### src/rtl/acc_issue_gate.sv
//==============================================================================
// Module   : acc_issue_gate
// Purpose  : Issue gate between decode and the accelerator port. While
//            accelerator bypass mode is active it accepts one instruction per
//            valid/ready handshake. It forwards the instruction as a one-cycle
//            registered strobe, then blocks further issue for BUSY_CYCLES
//            cycles.
// Ports    : clk, reset_n (async, active-low)
//            accbypass          - bypass enable; low aborts synchronously
//            in_valid/in_instr  - upstream instruction handshake
//            in_ready           - gate can accept this cycle (combinational)
//            acc_done           - accelerator early completion
//            accbypassA         - registered issue strobe
//            fullinstructionA   - registered instruction, zero when idle
//            busy               - gate is inside its busy window
//            issue_count        - issues since reset, wraps
// Options  : define ACC_EARLY_DONE_EN so that acc_done ends the busy window
//            early. Otherwise acc_done is ignored.
// Revision : 1.0 - initial release
//==============================================================================
`default_nettype none

module acc_issue_gate #(
  parameter int INSTR_W     = 32,
  parameter int BUSY_CYCLES = 3,
  parameter int BUSY_W      = 4,
  parameter int CNT_W       = 16
) (
  input  logic               clk,
  input  logic               reset_n,
  input  logic               accbypass,
  input  logic               in_valid,
  input  logic [INSTR_W-1:0] in_instr,
  output logic               in_ready,
  input  logic               acc_done,
  output logic               accbypassA,
  output logic [INSTR_W-1:0] fullinstructionA,
  output logic               busy,
  output logic [CNT_W-1:0]   issue_count
);

  localparam logic [BUSY_W-1:0] BUSY_LOAD = BUSY_W'(BUSY_CYCLES);
  localparam logic [BUSY_W-1:0] BUSY_LAST = BUSY_W'(1);

  typedef enum logic [0:0] {
    ST_IDLE = 1'b0,
    ST_BUSY = 1'b1
  } state_t;

  state_t            state, state_nxt;
  logic [BUSY_W-1:0] busy_cnt, busy_cnt_nxt;
  logic              accept;

`ifndef ACC_EARLY_DONE_EN
  // acc_done is kept on the interface so both builds share one pinout.
  logic unused_acc_done;
  assign unused_acc_done = acc_done;
`endif

  // Gating by reset_n means ready drops as soon as reset asserts, without
  // waiting for the state register to clear.
  assign in_ready = (state == ST_IDLE) & accbypass & reset_n;
  assign accept   = in_valid & in_ready;
  assign busy     = (state == ST_BUSY);

  // State register
  always_ff @(posedge clk or negedge reset_n) begin
    if (!reset_n) begin
      state    <= ST_IDLE;
      busy_cnt <= '0;
    end else begin
      state    <= state_nxt;
      busy_cnt <= busy_cnt_nxt;
    end
  end

  // Next-state logic
  always_comb begin
    state_nxt    = state;
    busy_cnt_nxt = busy_cnt;
    if (!accbypass) begin
      // Leaving bypass mode cancels any window in progress.
      state_nxt    = ST_IDLE;
      busy_cnt_nxt = '0;
    end else begin
      case (state)
        ST_IDLE: begin
          // With a zero window the gate never leaves IDLE, so issue can
          // happen on back-to-back cycles.
          if (accept && (BUSY_CYCLES > 0)) begin
            state_nxt    = ST_BUSY;
            busy_cnt_nxt = BUSY_LOAD;
          end
        end
        ST_BUSY: begin
          if (busy_cnt == BUSY_LAST) begin
            state_nxt    = ST_IDLE;
            busy_cnt_nxt = '0;
          end else begin
            busy_cnt_nxt = busy_cnt - BUSY_LAST;
          end
`ifdef ACC_EARLY_DONE_EN
          if (acc_done) begin
            state_nxt    = ST_IDLE;
            busy_cnt_nxt = '0;
          end
`endif
        end
        default: begin
          state_nxt    = ST_IDLE;
          busy_cnt_nxt = '0;
        end
      endcase
    end
  end

  // Issue strobe, instruction register and counter. accept already includes
  // accbypass, so an abort suppresses the strobe without extra terms.
  always_ff @(posedge clk or negedge reset_n) begin
    if (!reset_n) begin
      accbypassA       <= 1'b0;
      fullinstructionA <= '0;
      issue_count      <= '0;
    end else begin
      accbypassA       <= accept;
      fullinstructionA <= accept ? in_instr : '0;
      issue_count      <= issue_count + CNT_W'(accept);
    end
  end

endmodule

`default_nettype wire

### config.mk
export PLATFORM = sky130hd
export DESIGN_NAME = acc_issue_gate
export DESIGN_NICKNAME = d
export VERILOG_FILES = /design/src/rtl/acc_issue_gate.sv
export SDC_FILE = /design/constraint.sdc
export NUM_CORES = 1
export LEC_CHECK = 0
export ABC_AREA = 1
export CAP_MARGIN = 30
export CORE_ASPECT_RATIO = 1.2
export CORE_MARGIN = 2
export CORE_UTILIZATION = 44
export CTS_BUF_LIST = sky130_fd_sc_hd__clkbuf_2
export DETAILED_ROUTE_END_ITERATION = 10
export GPL_TIMING_DRIVEN = 0
export PLACE_DENSITY = 0.93
export SLEW_MARGIN = 40
export SYNTH_ARGS = -nofsm -noshare
export SYNTH_HDL_FRONTEND = slang
export SYNTH_SLANG_ARGS = --single-unit
### constraint.sdc
create_clock -name clk -period 2.2 [get_ports clk]
set_input_delay 0.44 -clock clk [delete_from_list [all_inputs] [get_ports clk]]
set_output_delay 0.44 -clock clk [all_outputs]
set_load 0.03 [all_outputs]
==> metrics.log, run 1 <==
INFO  metric power.share.clock = 0.186
INFO  metric cts_buffer_depth = 2
INFO  metric postSynthAreaPerCell = 9.981 µm²
INFO  metric pwr_density_cell = 622.2 nW/µm²
INFO  metric placement.setup.worst_slack = -0.5236 ns
INFO  metric multiInputGateArea = 634.4 µm²
INFO  metric dp_hpwl = 3747 µm
INFO  metric core_region_area = 4835 µm²
INFO  metric drive_above_1_share = 0.08833
INFO  metric path_cells = clkdlybuf4s50_1, inv_1, nor2_4, nand3_4, buf_6, inv_1, ha_1, ha_2, nand2_2, nor2_4, nand2_2, o21ai_1, nand2_1
INFO  metric synth-edff-count = 0
INFO  metric finish.net_count = 358
INFO  metric status = finished clean
INFO  metric areaGrowthSynthToFinish = 47.61%
INFO  metric diode_count = 0
INFO  metric clock-root-buffer = sky130_fd_sc_hd__clkbuf_2
INFO  metric drt_initial_violations = 42
INFO  metric cell_count_after_synthesis = 218
INFO  metric gr-usage-all-layers = 0.1917
INFO  metric combPwrFrac = 0.249
INFO  metric yosysSeqAreaShare = 0.6210
INFO  metric ios = 88
INFO  metric critical_path_buf_inv_count = 4
INFO  metric firstDrtPassIters = 4
INFO  metric ys_async_sr_fraction = 1.000
INFO  metric vdd_ir_drop_max = 344.7 µV
INFO  metric worst-endpoint-arrival = 2.44 ns
INFO  metric dr_total_vias = 1703
INFO  metric cp_data_required_time = 2.55 ns
INFO  metric route.final.wire_length = 4774 µm
INFO  metric grt_overflow_total = 0
INFO  metric wire_length_of_the_first_global_routing_pass = 7838 µm
INFO  metric maxCapViolations = 0
INFO  metric synthTopCellsByArea = sky130_fd_sc_hd__dfrtp_1 (62%), sky130_fd_sc_hd__inv_1 (7.9%), sky130_fd_sc_hd__nor2_1 (7.4%), sky130_fd_sc_hd__nand2_1 (4.8%), sky130_fd_sc_hd__ha_1 (2.9%)
INFO  metric clock_sink_count = 54
INFO  metric final.setup.worst_slack = 0.1106 ns
INFO  metric cts-htree-levels = 2
INFO  metric min_period = 2.089 ns
INFO  metric tritoncts = yes
INFO  metric antenna_violations_before_repair = 0
INFO  metric hold_ws = 0.4865 ns
INFO  metric crit_path_max_incr_delay = 0.50 ns
INFO  metric fill_cells = 408
INFO  metric grt_start_max_net_pins = 32
INFO  metric timing.critical_path.fanout_max = 10
INFO  metric path_delay_family = buffers and inverters
INFO  metric synth_top_flop_cell = sky130_fd_sc_hd__dfrtp_1
INFO  metric seqCellArea = 1351 µm²
INFO  metric floorplan.die_area = 5526 µm²
INFO  metric top_area_cell_type_share_of_the_netlist_area = 0.6210
INFO  metric vias_in_the_first_global_route = 1751
INFO  metric synth_most_common_cell = sky130_fd_sc_hd__dfrtp_1
INFO  metric io_buffers = 86
INFO  metric ys.warnings.count = 0
INFO  metric postSynthNetCount = 260
INFO  metric clock_skew = 0.009052 ns
INFO  metric grt_setup_unrepaired = no
INFO  metric floorplan.rows = 28
INFO  metric synth_top_cells_by_count = sky130_fd_sc_hd__dfrtp_1 (54), sky130_fd_sc_hd__inv_1 (46), sky130_fd_sc_hd__nor2_1 (43), sky130_fd_sc_hd__nand2_1 (28), sky130_fd_sc_hd__nand3_1 (7)
INFO  metric drc_errors = 0
INFO  metric critPathSlowestCell = sky130_fd_sc_hd__clkdlybuf4s50_1
INFO  metric critPathCaptureType = flop
INFO  metric synthesis.area = 2176 µm²
INFO  metric place_congestion = 0.7490
INFO  metric p_sw_frac = 0.3196
INFO  metric route.detailed.wl_per_inst = 12.66 µm
INFO  metric p_int = 0.001360 W
INFO  metric timing.final.max_slew_violations = 0
INFO  metric synthDistinctLibCells = 23
INFO  metric initial_core_util = 0.4501
INFO  metric timing.final.crit_share = 0.9497
INFO  metric synth_largest_area_cell = sky130_fd_sc_hd__dfrtp_1
INFO  metric synth_seq_cells = 54
INFO  metric finalHoldViolCount = 0
INFO  metric switchingPower = 0.0006387 W
INFO  metric die_width = 68.20 µm
INFO  metric reg2reg_setup_slack = 0.19 ns
INFO  metric cts_buffers = 5
INFO  metric cp-start-kind = input port
INFO  metric crit_type = in -> reg
INFO  metric fmaxAchievable = 478.6 MHz
INFO  metric finalSetupViolations = 0
INFO  metric clkTransAtPathRegs = 0.26 ns
INFO  metric via_per_inst = 4.517
INFO  metric cellLeakagePower = 1.605 nW
INFO  metric slew-limit-headroom = 0.6668
INFO  metric power = 0.001998 W
INFO  metric worst_hold_path_type = in -> reg
INFO  metric antenna_violating_nets_left = 0
INFO  metric placed_cell_area = 3129 µm²
INFO  metric seq_power_share = 0.565
INFO  metric floorplan.die.height = 81.04 µm
INFO  metric max_slew.worst_pin.slew = 0.4998 ns
INFO  metric clock_latency = 0.42 ns
INFO  metric stdcell_area = 3212 µm²
## power groups by stage
stage                     combinational (W)  sequential [W]  clock [W]
after floorplan                    0.000124         0.00126          0
after global placement             0.000472         0.00114          0
after detailed placement           0.000492         0.00115          0
after CTS                          0.000496         0.00113   0.000396
after global routing               0.000544         0.00114   0.000431
final                              0.000497         0.00113   0.000371
## repair_timing
item                       4_1_cts  5_1_grt
cloned                           0        0
hold endpoints to repair        23        0
setup buffers                    0        2
setup endpoints to repair        1        6
hold buffers                     2        0
resized for setup                1        6
pin swaps                        0        3
## final cells by class
class                           count  area share
Buffer                              3     0.01052
Clock buffer                        5    0.007791
Clock inverter                      3    0.005064
Inverter                           46     0.05376
Multi-Input combinational cell    115      0.1975
Sequential cell                    54      0.4207
Tap cell                           60     0.02337
Timing Repair Buffer               91      0.2813
## kinds of logic after synthesis
family | share of synthesized area
AOI/OAI and AO/OA | 0.01783
xor gates and xnor gates | 0.04428
adders and majority gates | 0.02875
buffers and inverters | 0.09488
DFF | 0.6210
and+or+nand+nor | 0.1932
## per-layer routing
layer	GRT usage	wire, µm	vias to the layer above	part of all wire
met5	0	0	-	0
met4	0.05400	54	0	0.011
met3	0.05679	320	5	0.067
met2	0.3583	2697	51	0.56
met1	0.2036	1702	813	0.36
li1	-	-	834	-
## sequential cells by signal, indices dropped and copies added, names as in the netlist
register / count
fullinstructionA: 32
issue_count: 16
busy_cnt: 4
accbypassA: 1
busy: 1
## path summary, 6_finish.rpt
path | cells after the start | startpoint | end
max | 13 | accbypass | issue_count[10]
min | 3 | in_instr[5] | fullinstructionA[5]
max reg2reg | 11 | busy | issue_count[10]
min reg2reg | 1 | issue_count[9] | issue_count[9]
max in group asynchronous | 3 | reset_n | fullinstructionA[31]
min in group asynchronous | 3 | reset_n | issue_count[15]
## through the flow
step                utilization  instances  TNS (ns)
floorplan                     -        218         0
global placement         0.6436        364   -132.77
detailed placement       0.6473        365    -4.258
CTS                      0.6597        375         0
global route             0.6643        377         0
finish                   0.6643        377         0
## cell usage in the layout, fill, tap and decap left out, types with 2 or more instances in the layout
master / instances
sky130_fd_sc_hd__clkdlybuf4s50_1: 84
sky130_fd_sc_hd__buf_4: 3
sky130_fd_sc_hd__buf_6: 3
sky130_fd_sc_hd__nor2_4: 2
sky130_fd_sc_hd__dfrtp_1: 54
sky130_fd_sc_hd__nand3b_1: 2
sky130_fd_sc_hd__inv_1: 46
sky130_fd_sc_hd__nor2_2: 3
sky130_fd_sc_hd__xor2_1: 6
sky130_fd_sc_hd__clkbuf_2: 6
sky130_fd_sc_hd__xnor2_1: 5
sky130_fd_sc_hd__nand3_1: 7
sky130_fd_sc_hd__nand2_1: 27
sky130_fd_sc_hd__nor2_1: 43
sky130_fd_sc_hd__ha_1: 4
sky130_fd_sc_hd__o21ai_0: 2
sky130_fd_sc_hd__nand2_2: 2
sky130_fd_sc_hd__nand4_1: 2
## tightest hold or removal path: stages
cell,delay (ns)
sky130_fd_sc_hd__clkdlybuf4s50_1,0.39
sky130_fd_sc_hd__inv_1,0.05
sky130_fd_sc_hd__nor2_1,0.04
Note: power is estimated with default switching activity, not from simulation.
==> run 2: changes to the inputs <==
--- a/config.mk
+++ b/config.mk
@@ -8,12 +8,13 @@
 export ABC_AREA = 1
 export CAP_MARGIN = 30
 export CORE_ASPECT_RATIO = 1.2
-export CORE_MARGIN = 2
+export CORE_MARGIN = 5
 export CORE_UTILIZATION = 44
 export CTS_BUF_LIST = sky130_fd_sc_hd__clkbuf_2
 export DETAILED_ROUTE_END_ITERATION = 10
 export GPL_TIMING_DRIVEN = 0
 export PLACE_DENSITY = 0.93
+export RECOVER_POWER = 50
 export SLEW_MARGIN = 40
 export SYNTH_ARGS = -nofsm -noshare
 export SYNTH_HDL_FRONTEND = slang
==> run 2 against run 1 <==
Worst hold slack improved by 0.012 ns; cell area increased by 0.90%; via count decreased by 0.53%; final cell count decreased by 0.53%; clock skew decreased by 0.0029 ns; die area increased by 17%; first-iteration DRC count increased by 110%; register-to-register slack about the same; utilization increased by 0.11 points; global-route usage decreased by 2.8 points; total power increased by 11%.
==> metrics.log, run 2 (same netlist as run 1, synthesis figures left out) <==
INFO  metric status = finished clean
INFO  metric antenna_violations_before_repair = 0 (unchanged)
INFO  metric clock_skew = 0.006128 ns (-0.002924 ns)
INFO  metric vias_in_the_first_global_route = 1830 (+4.5%)
INFO  metric cts-htree-levels = 2 (unchanged)
INFO  metric stdcell_area = 3241 µm² (+0.90%)
INFO  metric hold_start = in_instr[26]
INFO  metric core_region_area = 4870 µm² (+0.72%)
INFO  metric placed_cell_area = 3129 µm² (unchanged)
INFO  metric final.setup.tns = 0 ns (unchanged)
INFO  metric top_register = fullinstructionA
INFO  metric cp-start-kind = input port
INFO  metric grt_overflow_total = 0 (unchanged)
INFO  metric firstDrtPassIters = 4 (unchanged)
INFO  metric cellLeakagePower = 1.621 nW (+1.0%)
INFO  metric grt_setup_unrepaired = yes
INFO  metric reg2reg_from = busy
INFO  metric ios = 88 (unchanged)
INFO  metric final.setup.worst_slack = 0.09172 ns (-0.01888 ns)
INFO  metric drt_initial_violations = 89 (+110%)
INFO  metric floorplan.die_area = 6458 µm² (+17%)
INFO  metric dp_hpwl = 3752 µm (+0.13%)
INFO  metric antenna_violating_nets_left = 0 (unchanged)
INFO  metric pwr_density_cell = 687.0 nW/µm² (+10%)
INFO  metric drive_above_1_share = 0.07937 (-0.008963)
INFO  metric floorplan.rows = 28 (unchanged)
INFO  metric max_slew.worst_pin.slew = 1.312 ns (+0.8117 ns)
INFO  metric cts_buffers = 5 (unchanged)
INFO  metric layout_common_cells = sky130_fd_sc_hd__clkdlybuf4s50_1 (84), sky130_fd_sc_hd__dfrtp_1 (53), sky130_fd_sc_hd__inv_1 (46), sky130_fd_sc_hd__nor2_1 (43), sky130_fd_sc_hd__nand2_1 (27)
INFO  metric tritoncts = yes
INFO  metric worst-endpoint-arrival = 2.45 ns (about the same)
INFO  metric timing.final.crit_share = 0.9583 (+0.008582)
INFO  metric clock-root-buffer = sky130_fd_sc_hd__clkbuf_2
INFO  metric placement.setup.worst_slack = -0.4567 ns (+0.06691 ns)
INFO  metric initial_core_util = 0.4468 (-0.003238)
INFO  metric die_width = 74.20 µm (+8.8%)
INFO  metric floorplan.die.height = 87.04 µm (+7.4%)
INFO  metric most_common_library_cell_in_the_layout_ignoring_fill_and_taps = sky130_fd_sc_hd__clkdlybuf4s50_1
INFO  metric drc_errors = 0 (unchanged)
INFO  metric vdd_ir_drop_max = 427.5 µV (+24%)
INFO  metric finish.net_count = 356 (-0.56%)
INFO  metric clkTransAtPathRegs = 0.25 ns (about the same)
INFO  metric timing.critical_path.fanout_max = 10 (unchanged)
INFO  metric clock_sink_count = 54 (unchanged)
INFO  metric cts_buffer_depth = 2 (unchanged)
INFO  metric place_congestion = 0.7553 (+0.84%)
INFO  metric cp-startpoint = accbypass
INFO  metric diode_count = 0 (unchanged)
INFO  metric flip_flop_count_of_the_largest_register_all_copies_and_words_added = 32 (unchanged)
INFO  metric critPathCaptureType = flop
INFO  metric fmaxAchievable = 474.3 MHz (-0.90%)
INFO  metric route.detailed.wl_per_inst = 12.81 µm (+1.2%)
INFO  metric biggest_registers_after_layout = fullinstructionA: 32 flops, issue_count: 16 flops, busy_cnt: 4 flops
INFO  metric gr-usage-all-layers = 0.1642 (-0.02753)
INFO  metric wire_length_of_the_first_global_routing_pass = 8093 µm (+3.3%)
INFO  metric cp_data_required_time = 2.54 ns (about the same)
INFO  metric worst_hold_path_type = in -> reg
INFO  metric finalSetupViolations = 0 (unchanged)
INFO  metric maxCapViolations = 0 (unchanged)
INFO  metric io_buffers = 86 (unchanged)
INFO  metric areaGrowthSynthToFinish = 48.94%
INFO  metric min_period = 2.108 ns (+0.01888 ns)
INFO  metric finalHoldViolCount = 0 (unchanged)
INFO  metric crit_type = in -> reg
INFO  metric grt_start_max_net_pins = 31 (-3.1%)
INFO  metric dr_total_vias = 1694 (-0.53%)
INFO  metric clock_latency = 0.41 ns (about the same)
INFO  metric timing.final.max_slew_violations = 0 (unchanged)
INFO  metric slew-limit-headroom = 0.1256 (-0.5411)
INFO  metric via_per_inst = 4.517 (about the same)
INFO  metric route.final.wire_length = 4805 µm (+0.65%)
-- run 2: cell types whose count changed in the layout (fill, tap and decap cells not counted) --
cell,delta
sky130_fd_sc_hd__buf_4,-3
sky130_fd_sc_hd__bufinv_16,+2
sky130_fd_sc_hd__buf_2,-1
sky130_fd_sc_hd__clkinvlp_4,-1
sky130_fd_sc_hd__buf_6,+1
sky130_fd_sc_hd__buf_12,-1
sky130_fd_sc_hd__clkbuf_1,+1
sky130_fd_sc_hd__dfrtp_2,+1
sky130_fd_sc_hd__dfrtp_1,-1
sky130_fd_sc_hd__clkinv_2,-1
sky130_fd_sc_hd__dlymetal6s4s_1,+1
-- run 2: worst paths after layout --
check,cells past startpoint,to,slack [ns]
max reg2reg,11,issue_count[10],0.18
min in group asynchronous,3,fullinstructionA[24],0.95
max,13,issue_count[10],0.09
max in group asynchronous,3,fullinstructionA[22],0.38
min,3,fullinstructionA[26],0.50
min reg2reg,1,issue_count[7],0.54
-- run 2: critical path, cell delays in order --
cell and delay, ns:
sky130_fd_sc_hd__clkdlybuf4s50_1 0.50, sky130_fd_sc_hd__inv_1 0.08, sky130_fd_sc_hd__nor2_4 0.13, sky130_fd_sc_hd__nand3_4 0.15
sky130_fd_sc_hd__buf_6 0.18, sky130_fd_sc_hd__inv_1 0.08, sky130_fd_sc_hd__ha_1 0.18, sky130_fd_sc_hd__ha_2 0.20
sky130_fd_sc_hd__nand2_2 0.10, sky130_fd_sc_hd__nor2_4 0.14, sky130_fd_sc_hd__nand2_2 0.09, sky130_fd_sc_hd__o21ai_1 0.13
sky130_fd_sc_hd__nand2_1 0.06
-- run 2: metrics by stage --
| step | utilization | hold slack [ns] | cells | power [W] |
|---|---|---|---|---|
| global route | 0.6655 | 0.4294 | 375 | 0.002356 |
| CTS | 0.6668 | 0.4538 | 375 | 0.002256 |
| floorplan | - | 0.1444 | 218 | 0.001386 |
| finish | 0.6655 | 0.4986 | 375 | 0.002226 |
| global placement | 0.6390 | 0.4728 | 364 | 0.001613 |
| detailed placement | 0.6426 | 0.3848 | 365 | 0.001645 |
-- run 2: layer usage --
metal / up-vias / share of wire / track usage
met5: - / 0 / 0
met4: 0 / 0.014 / 0.05107
met3: 7 / 0.10 / 0.06813
met2: 56 / 0.55 / 0.2927
met1: 801 / 0.34 / 0.1729
li1: 830 / - / -
-- run 2: area by class of cell --
cell class | count | area, µm²
fillers | 389 | 1629
flip-flops and latches | 54 | 1353
repair buffers | 89 | 883.3
multi-input cells | 115 | 634.4
inverters | 46 | 172.7
well taps | 60 | 75.07
clock inverters | 3 | 63.81
plain buffers | 3 | 33.78
clock buffers | 5 | 25.02
-- run 2: report_power, final --
part	switching, W	internal, W	total, W	leakage (nW)
clock network	0.000295	0.000302	0.000597	0.0506
logic	0.000277	0.000219	0.000496	0.839
registers	0.0000668	0.00107	0.00113	0.731
total	0.000639	0.00159	0.00223	1.62
-- run 2: timing repair --
action	4_1_cts	5_1_grt
endpoints found under the hold margin	24	0
gates resized for setup	1	8
hold buffers	2	0
endpoints found under the setup margin	1	6
buffers inserted	0	0
pin swaps	0	1
